**src/rtl/m_multicycle_ctrl.sv**
```systemverilog
`default_nettype none
// ============================================================================
// Module   : m_multicycle_ctrl
// Brief    : Moore control FSM for a multi-cycle RV32I datapath (shared
//            instruction/data memory, single ALU, IR and PC). It drives every
//            per-cycle strobe and mux select, and keeps a retired-instruction
//            counter.
//            Optional feature macro: MC_JAL_EN builds the JAL state. Without
//            it, opcode 1101111 is treated as unsupported and halts.
// Revision : 1.0 - initial release
// ============================================================================
module m_multicycle_ctrl #(
    parameter int CNT_W = 32
) (
    input  logic             w_clk,
    input  logic             w_rst,
    input  logic [6:0]       w_opcode,
    input  logic             w_zero,
    output logic             w_pc_write,
    output logic             w_adr_src,
    output logic             w_mem_write,
    output logic             w_ir_write,
    output logic [1:0]       w_result_src,
    output logic [1:0]       w_alu_src_a,
    output logic [1:0]       w_alu_src_b,
    output logic [1:0]       w_alu_op,
    output logic             w_reg_write,
    output logic             w_halt,
    output logic [3:0]       w_state,
    output logic [CNT_W-1:0] w_instret
);

    // State encoding (also exported on w_state for debug)
    localparam logic [3:0] c_FETCH    = 4'd0;
    localparam logic [3:0] c_DECODE   = 4'd1;
    localparam logic [3:0] c_MEMADR   = 4'd2;
    localparam logic [3:0] c_MEMREAD  = 4'd3;
    localparam logic [3:0] c_MEMWB    = 4'd4;
    localparam logic [3:0] c_MEMWRITE = 4'd5;
    localparam logic [3:0] c_EXECR    = 4'd6;
    localparam logic [3:0] c_ALUWB    = 4'd7;
    localparam logic [3:0] c_EXECI    = 4'd8;
    localparam logic [3:0] c_JAL      = 4'd9;
    localparam logic [3:0] c_BEQ      = 4'd10;
    localparam logic [3:0] c_HALT     = 4'd15;

    // Opcodes recognised in DECODE / MEMADR
    localparam logic [6:0] c_OP_LOAD  = 7'b0000011;
    localparam logic [6:0] c_OP_STORE = 7'b0100011;
    localparam logic [6:0] c_OP_RTYPE = 7'b0110011;
    localparam logic [6:0] c_OP_IALU  = 7'b0010011;
    localparam logic [6:0] c_OP_BEQ   = 7'b1100011;
    localparam logic [6:0] c_OP_JAL   = 7'b1101111;

    logic [3:0]       r_state;
    logic [3:0]       w_state_nxt;
    logic             w_pc_update;
    logic             w_branch;
    logic             w_retire;
    logic [CNT_W-1:0] r_instret;

    // State register; reset wins over every transition, including HALT
    always_ff @(posedge w_clk) begin
        if (w_rst) begin
            r_state <= c_FETCH;
        end else begin
            r_state <= w_state_nxt;
        end
    end

    // Next-state logic and state-decoded (Moore) outputs
    always_comb begin
        w_state_nxt  = c_HALT;
        w_pc_update  = 1'b0;
        w_branch     = 1'b0;
        w_adr_src    = 1'b0;
        w_mem_write  = 1'b0;
        w_ir_write   = 1'b0;
        w_result_src = 2'b00;
        w_alu_src_a  = 2'b00;
        w_alu_src_b  = 2'b00;
        w_alu_op     = 2'b00;
        w_reg_write  = 1'b0;
        w_halt       = 1'b0;
        w_retire     = 1'b0;
        case (r_state)
            c_FETCH: begin
                w_ir_write   = 1'b1;
                w_alu_src_b  = 2'b10;
                w_result_src = 2'b10;
                w_pc_update  = 1'b1;
                w_state_nxt  = c_DECODE;
            end
            c_DECODE: begin
                // ALU precomputes OldPC + imm as a branch/jump target
                w_alu_src_a = 2'b01;
                w_alu_src_b = 2'b01;
                case (w_opcode)
                    c_OP_LOAD, c_OP_STORE: w_state_nxt = c_MEMADR;
                    c_OP_RTYPE:            w_state_nxt = c_EXECR;
                    c_OP_IALU:             w_state_nxt = c_EXECI;
                    c_OP_BEQ:              w_state_nxt = c_BEQ;
`ifdef MC_JAL_EN
                    c_OP_JAL:              w_state_nxt = c_JAL;
`endif
                    default:               w_state_nxt = c_HALT;
                endcase
            end
            c_MEMADR: begin
                w_alu_src_a = 2'b10;
                w_alu_src_b = 2'b01;
                w_state_nxt = (w_opcode == c_OP_LOAD) ? c_MEMREAD : c_MEMWRITE;
            end
            c_MEMREAD: begin
                w_adr_src   = 1'b1;
                w_state_nxt = c_MEMWB;
            end
            c_MEMWB: begin
                w_result_src = 2'b01;
                w_reg_write  = 1'b1;
                w_retire     = 1'b1;
                w_state_nxt  = c_FETCH;
            end
            c_MEMWRITE: begin
                w_adr_src   = 1'b1;
                w_mem_write = 1'b1;
                w_retire    = 1'b1;
                w_state_nxt = c_FETCH;
            end
            c_EXECR: begin
                w_alu_src_a = 2'b10;
                w_alu_op    = 2'b10;
                w_state_nxt = c_ALUWB;
            end
            c_EXECI: begin
                w_alu_src_a = 2'b10;
                w_alu_src_b = 2'b01;
                w_alu_op    = 2'b10;
                w_state_nxt = c_ALUWB;
            end
            c_ALUWB: begin
                w_reg_write = 1'b1;
                w_retire    = 1'b1;
                w_state_nxt = c_FETCH;
            end
`ifdef MC_JAL_EN
            c_JAL: begin
                // rd <= OldPC + 4 via ALU; PC takes the target from ALUOut
                w_alu_src_a = 2'b01;
                w_alu_src_b = 2'b10;
                w_pc_update = 1'b1;
                w_state_nxt = c_ALUWB;
            end
`endif
            c_BEQ: begin
                w_alu_src_a = 2'b10;
                w_alu_op    = 2'b01;
                w_branch    = 1'b1;
                w_retire    = 1'b1;
                w_state_nxt = c_FETCH;
            end
            c_HALT: begin
                w_halt      = 1'b1;
                w_state_nxt = c_HALT;
            end
            default: begin
                // Unused codes (and JAL when not built) fall into HALT
                w_state_nxt = c_HALT;
            end
        endcase
    end

    // Retired-instruction counter, bumped on the edge leaving a final state
    always_ff @(posedge w_clk) begin
        if (w_rst) begin
            r_instret <= '0;
        end else if (w_retire) begin
            r_instret <= r_instret + CNT_W'(1);
        end
    end

    assign w_pc_write = w_pc_update | (w_branch & w_zero);
    assign w_state    = r_state;
    assign w_instret  = r_instret;

endmodule
`default_nettype wire

```
**config.mk**
```make
export PLATFORM = sky130hd
export DESIGN_NAME = m_multicycle_ctrl
export DESIGN_NICKNAME = d
export VERILOG_FILES = /design/src/rtl/m_multicycle_ctrl.sv
export SDC_FILE = /design/constraint.sdc
export NUM_CORES = 1
export LEC_CHECK = 0
export BUFFER_PORTS_ARGS = -buffer_cell sky130_fd_sc_hd__buf_2
export CORE_AREA = 3 3 67 69
export DETAILED_ROUTE_END_ITERATION = 7
export DIE_AREA = 0 0 70 72
export MAX_ROUTING_LAYER = met4
export PLACE_DENSITY_LB_ADDON = 0.12
export SLEW_MARGIN = 20
export SYNTH_ARGS = -nofsm -noshare
export SYNTH_HDL_FRONTEND = slang
export SYNTH_SLANG_ARGS = --single-unit
```
**constraint.sdc**
```tcl
create_clock -name w_clk -period 3.2 [get_ports w_clk]
set_input_delay 0.16 -clock w_clk [delete_from_list [all_inputs] [get_ports w_clk]]
set_output_delay 0.16 -clock w_clk [all_outputs]
set_load 0.05 [all_outputs]
```
# Word level (Yosys, flattened, before mapping)
# Index checks and enable logic that the tools add are counted.
# W data, S select, Z words.
# classes
n_reduce_logical	8
add_sub_neg	1
bitwise	2
n_mux	14
n_eq_ne	15
# ops
op	n
$add A32 B1 Y32 const B	1
$pmux W4 S6	1
$eq A4 B3 Y1 const B	4
$pmux W2 S2	4
$pmux W4 S4	1
$eq A7 B6 Y1 const B	2
$eq A4 B4 Y1 const B	3
$eq A4 B2 Y1 const B	2
$reduce_or A2 Y1	4
$reduce_or A4 Y1	2
$eq A7 B2 Y1 const B	1
$eq A7 B5 Y1 const B	1
$eq A7 B7 Y1 const B	1
$mux W1	7
$eq A4 B1 Y1 const B	1
$logic_not A4 Y1	1
$mux W3	1
$reduce_or A3 Y1	1
$and A1 B1 Y1	1
$or A1 B1 Y1	1
# word_totals
word_cells	42
reg_bits	36
out_inout_bits	50
inputBits	10

# Logic depth before layout (Yosys ltp)
# Gate-level depths: netlist (run 1).
# depth
depth_word	4
ltp_mapped	7
depth_no_buf	5

# Least setup slack after synthesis (run 1)
# No wires, ideal clock.
# synth_timing
path_type	reg2out
start	register r_state[2] (netlist: w_state[2])
end	output w_pc_write
t_arrival_ns	2.805
slack_ns	0.235
path_stages_with_launch	4
required_time_ns	3.040
cell_sequence	dfxtp_1 clkbuf_1 nor4_1 a21o_1
# synth_between
elab_cells_between_ends	6
cone_classes	1 x eq/ne; 2 x mux; 2 x bitwise; 1 x reduce/logical
# synth_lines
item	line	text
start: declaration	55	logic [3:0] r_state;
start signal: assignment	65	r_state <= c_FETCH;
start signal: assignment	67	r_state <= w_state_nxt;
$logic_not A4 Y1	n/a	
$mux W1	n/a	
net w_ir_write	22	output logic w_ir_write,
$or A1 B1 Y1	182	assign w_pc_write = w_pc_update | (w_branch & w_zero);
end: declaration	19	output logic w_pc_write,
# The timed path passes the listed nets, and every way through them passes these cells.

# Worst setup path after layout (run 1)
# layout_timing
start	register r_state[2] (netlist: w_state[2])
end	register r_instret[25] (netlist: w_instret[25])
# layout_between
elab_chain_cells	3
elab_cells_between_ends	6
cone_classes	4 x eq/ne; 1 x mux; 1 x reduce/logical
# layout_lines
item	line	text
$eq A4 B4 Y1 or $eq A4 B3 Y1 (tied branches)	86	case (r_state)
$reduce_or A4 Y1 (no line) *	n/a	
$mux W1 *	86	
end signal: assignment	178	r_instret <= r_instret + CNT_W'(1);
end: declaration	60	logic [CNT_W-1:0] r_instret;
# Mark *: on every way between the ends. The rest lies on a longest branch, timed or not.
# A chain may end at the register's enable or synchronous reset.

==> impl_metrics.yaml, run 1 <==
outcome:
  status: "completed"
global_routing:
  grt_pass1_wl_um: 7750
  track_usage_pct: 18.7
  overflow: 0
  grt_pass1_vias: 1761
  grt_max_degree: 37
  antenna_found_initial: 0
worst_setup_path:
  worstPathRequired_ns: 3.41
  crit_type: "flip-flop to flip-flop"
  path_max_fanout: 32
  end_kind: "flip-flop"
  crit_arrival_ns: 2.61
  startpoint_type: "flip-flop"
power:
  leakage_nw: 1.02
  total_power_mw: 1.58
  vdd_drop_max_mv: 0.539
  p_per_area_mw_per_mm2: 667
logic_synthesis:
  syn-cell-area_mm2: 0.00198
  synth_seq_area_share_pct: 36.5
  ys_ff_latch: 36
  synth_area_leaders: "dfxtp_1 36%, xor2_1 8.9%, nand4_1 5.4%, nor2_1 5.3%, a21oi_1 4.8%"
  netlist-cell-type-count: 38
  postSynthCellCount: 242
  synth_nets: 253
  yosys.area.top_type: "dfxtp_1"
  syn_avg_cell_area_um2: 8.17
  yosysTopAreaCellShare_pct: 36.5
  yosysWarnings: 0
die:
  dieHeight_um: 72
  rows: 23
  dieWidth_um: 70
  ios: 60
  start_util_pct: 49.8
  dieArea_mm2: 0.00504
  fp.coreArea_mm2: 0.00397
layout:
  fillCellCount: 379
  nets: 299
  multi_input_area_mm2: 0.00116
  antenna_cells: 0
  final_cell_mix: "59 x buf_2, 36 x dfxtp_1, 28 x nor2_1"
  drive_gt1_share_pct: 24.9
  syn2layout_area_growth_pct: 20.0
  ff_latch_area_um2: 721
  mostFrequentLayoutCell: "buf_2"
routing:
  via_count: 1892
  routedWlPerCell_um: 13.2
  drtAntennaViolNets: 0
  drt-total-wl_um: 4460
  drtIter0Drc: 134
  first_pass_iters: 4
  vias_per_cell: 5.58
  drc: 0
clock_tree:
  root_buffer: "clkbuf_8"
  post_cts_buffers: 0
  clk_latency_ns: 0.28
  ctsHoldBuffers: 0
  cts_buffer_depth: 2
  htree_levels: 2
  cts_buffers: 5
  numClockSinks: 36
  cts_tree: "done"
  cts.reportedPaths.clkPinSlew_ns: 0.08
  cts_resized: 0
job:
  drv_cap: 0
place:
  hpwl_um: 2930
  io_buffers: 59
  place_congestion: 0.892
sta:
  tightest_slew_ns: 0.712
  finalCritPeriodShare_pct: 75.0
  rsz0062_at_grt: "false"
  finalSetupViolations: 0
  hold_viol_final: 0
  layout_min_cycle_time_ns: 2.40
  slew-limit-headroom_pct: 52.4
  drv_slew: 0
  skew_ns: 0.00676
  fmax_mhz: 417
  setup_tns_ns: 0
hold_path:
  hold_path.class: "input port to flip-flop"
cell type report:
cell class                      instances  area share, %
Sequential cell                        36           30.4
Timing Repair Buffer                   59           12.4
Tap cell                               50           2.64
Inverter                                1          0.158
Clock inverter                          1           1.27
Clock buffer                            7           4.06
Multi-Input combinational cell        185           49.1
per-stage QoR:
step	cell area [um2]	utilization [%]	hold WS [ns]	worst slack (ns)	cells
finish	2370	59.7	0.204	0.800	339
global route	2370	59.7	0.206	0.555	339
CTS	2370	59.7	0.196	0.803	339
detailed placement	2250	56.6	0.479	0.823	331
global placement	2250	56.6	0.469	0.875	331
floorplan	1980	-	0.347	0.235	242
path summary, 6_finish.rpt:
check / startpoint / to / slack (ns) / depth (start not counted)
max reg2reg: w_state[2] / w_instret[25] / 0.80 / 5
min reg2reg: w_instret[31] / w_instret[31] / 0.50 / 2
max: w_state[2] / w_instret[25] / 0.80 / 5
min: w_opcode[6] / w_state[3] / 0.20 / 3
synth_stat cells:
master / instances
a211oi_1: 1
a21o_1: 1
a21oi_1: 19
a31oi_1: 2
and2_1: 11
and3_1: 7
and4_1: 7
and4_4: 2
and4bb_4: 1
buf_2: 4
buf_6: 1
clkbuf_1: 14
clkbuf_2: 1
dfxtp_1: 36
ha_1: 1
inv_1: 1
mux2i_1: 1
nand2_1: 5
nand2b_1: 7
nand3_1: 10
nand3_4: 1
nand3b_1: 1
nand4_1: 17
nand4b_1: 1
nand4bb_1: 1
nor2_1: 28
nor2b_1: 4
nor3_1: 5
nor3b_1: 1
nor4_1: 4
o21ai_0: 11
o21bai_4: 1
o221ai_1: 1
o31ai_1: 2
or3_1: 9
or4_1: 1
xnor2_1: 2
xor2_1: 20
state kept, by name (all words and copies together), names as in the netlist:
register / count
w_instret: 32
w_state: 4
layer usage:
metal  wire, um  vias to the layer above  global-route usage, %
met5          0                        -                      -
met4         72                        0                   6.17
met3        235                       11                   3.74
met2       2080                       53                   31.4
met1       2070                      868                   22.8
li1           -                      960                      -
where the power goes:
part / total, mW / internal [mW] / switching [mW]
sequential: 0.548 / 0.470 / 0.0782
clock: 0.442 / 0.275 / 0.167
combinational: 0.593 / 0.146 / 0.446
kinds of logic after synthesis:
group | synth area share (%)
xor gates and xnor gates | 9.75
DFF | 36.5
adders and majority gates | 0.633
and+or+nand+nor | 36.8
buffers and inverters | 4.68
AOI/OAI and AO/OA | 11.1
muxes | 0.506
worst max-delay path, stage by stage (launching register included):
cell      delay [ns]
dfxtp_1         0.66
nand2b_1        0.24
o21bai_4        0.64
nand2_1         0.19
or4_1           0.43
a21oi_1         0.16
No activity file was read; power rests on OpenSTA's default activity.
==> run 2: changes to the inputs <==
- CORE_AREA: 3 3 67 69 -> 3 3 70 72
- DIE_AREA: 0 0 70 72 -> 0 0 73 75
- clock period: 3.2 -> 2.1 ns (I/O delays scaled with it)
==> impl_metrics.yaml, run 2 (synthesis results as in run 1) <==
outcome:
  status: "completed"
layout:
  fillCellCount: 420
  drive_gt1_share_pct: 28.5
  syn2layout_area_growth_pct: 22.7
  ff_latch_area_um2: 721
  final_cell_mix: "59 x buf_2, 36 x dfxtp_1, 28 x nor2_1"
  utilization_pct: 55.7
  mostFrequentLayoutCell: "buf_2"
  instances_no_fill: 350
  largest_register_ffs: 32
  antenna_cells: 0
  nets: 309
  multi_input_area_mm2: 0.00119
clock_tree:
  post_cts_buffers: 0
  cts_tree: "done"
  cts_resized: 0
  cts_buffers: 5
  numClockSinks: 36
  root_buffer: "clkbuf_8"
  cts_buffer_depth: 2
  htree_levels: 2
  cts.reportedPaths.clkPinSlew_ns: 0.07
  ctsHoldBuffers: 0
  clk_latency_ns: 0.28
power:
  p_per_area_mw_per_mm2: 940
  total_power_mw: 2.28
  vdd_drop_max_mv: 0.756
  leakage_nw: 1.05
die:
  fp.coreArea_mm2: 0.00435
  dieWidth_um: 73
  dieArea_mm2: 0.00548
  start_util_pct: 45.4
  dieHeight_um: 75
  rows: 24
  ios: 60
sta:
  hold_viol_final: 0
  tightest_slew_ns: 0.665
  rsz0062_at_grt: "false"
  slew-limit-headroom_pct: 55.7
  finalSetupViolations: 0
  drv_slew: 0
  layout_min_cycle_time_ns: 1.91
  skew_ns: 0.00446
  finalCritPeriodShare_pct: 91.2
  fmax_mhz: 522
  hold_slack_ns: 0.151
worst_setup_path:
  slowest_delay_ns: 0.53
  reg2reg_from: "w_instret[8]"
  end_kind: "flip-flop"
  crit_type: "flip-flop to flip-flop"
  critPathLaunch: "w_instret[8]"
  startpoint_type: "flip-flop"
  crit_arrival_ns: 2.12
  worstPathRequired_ns: 2.31
  timing.critical_path.cells: "and4_1 > and4_4 > nand3_4 > or4_1 > a21oi_1"
  path_max_fanout: 17
  crit_slowest_cell: "or4_1"
routing:
  first_pass_iters: 4
  routedWlPerCell_um: 13.0
  via_count: 1887
  drc: 0
  drtIter0Drc: 132
  drtAntennaViolNets: 0
  drt-total-wl_um: 4540
  vias_per_cell: 5.39
place:
  place_congestion: 0.774
  io_buffers: 59
  placed_cells: 343
  hpwl_um: 3130
hold_path:
  hold_path.class: "input port to flip-flop"
  hp-start: "w_opcode[6]"
global_routing:
  overflow: 0
  grt_max_degree: 37
  grt_use_met3_pct: 5.07
  use_met1_pct: 23.4
  grt.busiest_layer: "met2"
  antenna_found_initial: 0
  grt_use_met2_pct: 28.2
  grt_pass1_vias: 1722
  grt_pass1_wl_um: 7670
  track_usage_pct: 18.1
job:
  drv_cap: 0
run 2: changes by cell type in the layout (fill, tap and decap cells not counted), moves of 2 or more:
cell / before / now
buf_4: 0 / 10
a21oi_1: 19 / 17
a21oi_2: 0 / 2
clkbuf_8: 7 / 5
run 2: path summary, 6_finish.rpt:
check | endpoint | slack [ns] | cells after the start
max reg2reg | w_instret[25] | 0.19 | 5
max | w_instret[25] | 0.19 | 5
min reg2reg | w_instret[31] | 0.50 | 2
min | w_state[3] | 0.15 | 3
run 2: per-stage QoR:
stage	cell area [um2]	setup slack [ns]	TNS, ns
final	2420	0.185	0
after global routing	2420	0.0151	0
after CTS	2420	0.186	0
after detailed placement	2350	0.222	0
after global placement	2350	0.259	0
after floorplan	2000	-0.497	-2.12
run 2: power by group:
| group | switching [mW] | internal [mW] | leakage, nW | total [mW] |
|---|---|---|---|---|
| Clock | 0.228 | 0.225 | 0.0410 | 0.454 |
| Combinational | 0.788 | 0.283 | 0.721 | 1.07 |
| Sequential | 0.0362 | 0.717 | 0.291 | 0.753 |
run 2: area by class of cell:
class | instances | area share [%]
Tap cell | 52 | 2.68
Sequential cell | 36 | 29.7
Timing Repair Buffer | 69 | 15.3
Inverter | 1 | 0.155
Clock buffer | 6 | 2.99
Multi-Input combinational cell | 185 | 49.0
Clock inverter | 1 | 0.206
run 2: layer usage:
| layer | wire length, um | part of all wire, % |
|---|---|---|
| met1 | 2240 | 49 |
| met2 | 2010 | 44 |
| met3 | 251 | 5.5 |
| met5 | 0 | 0 |
| met4 | 30 | 0.66 |
run 2: critical path, delay by kind of cell, from the launching register on:
kind,cells,cell delay [ns]
flip-flops,1,0.40
AND/OR/NAND/NOR,4,1.30
AO/OA/AOI/OAI,1,0.14
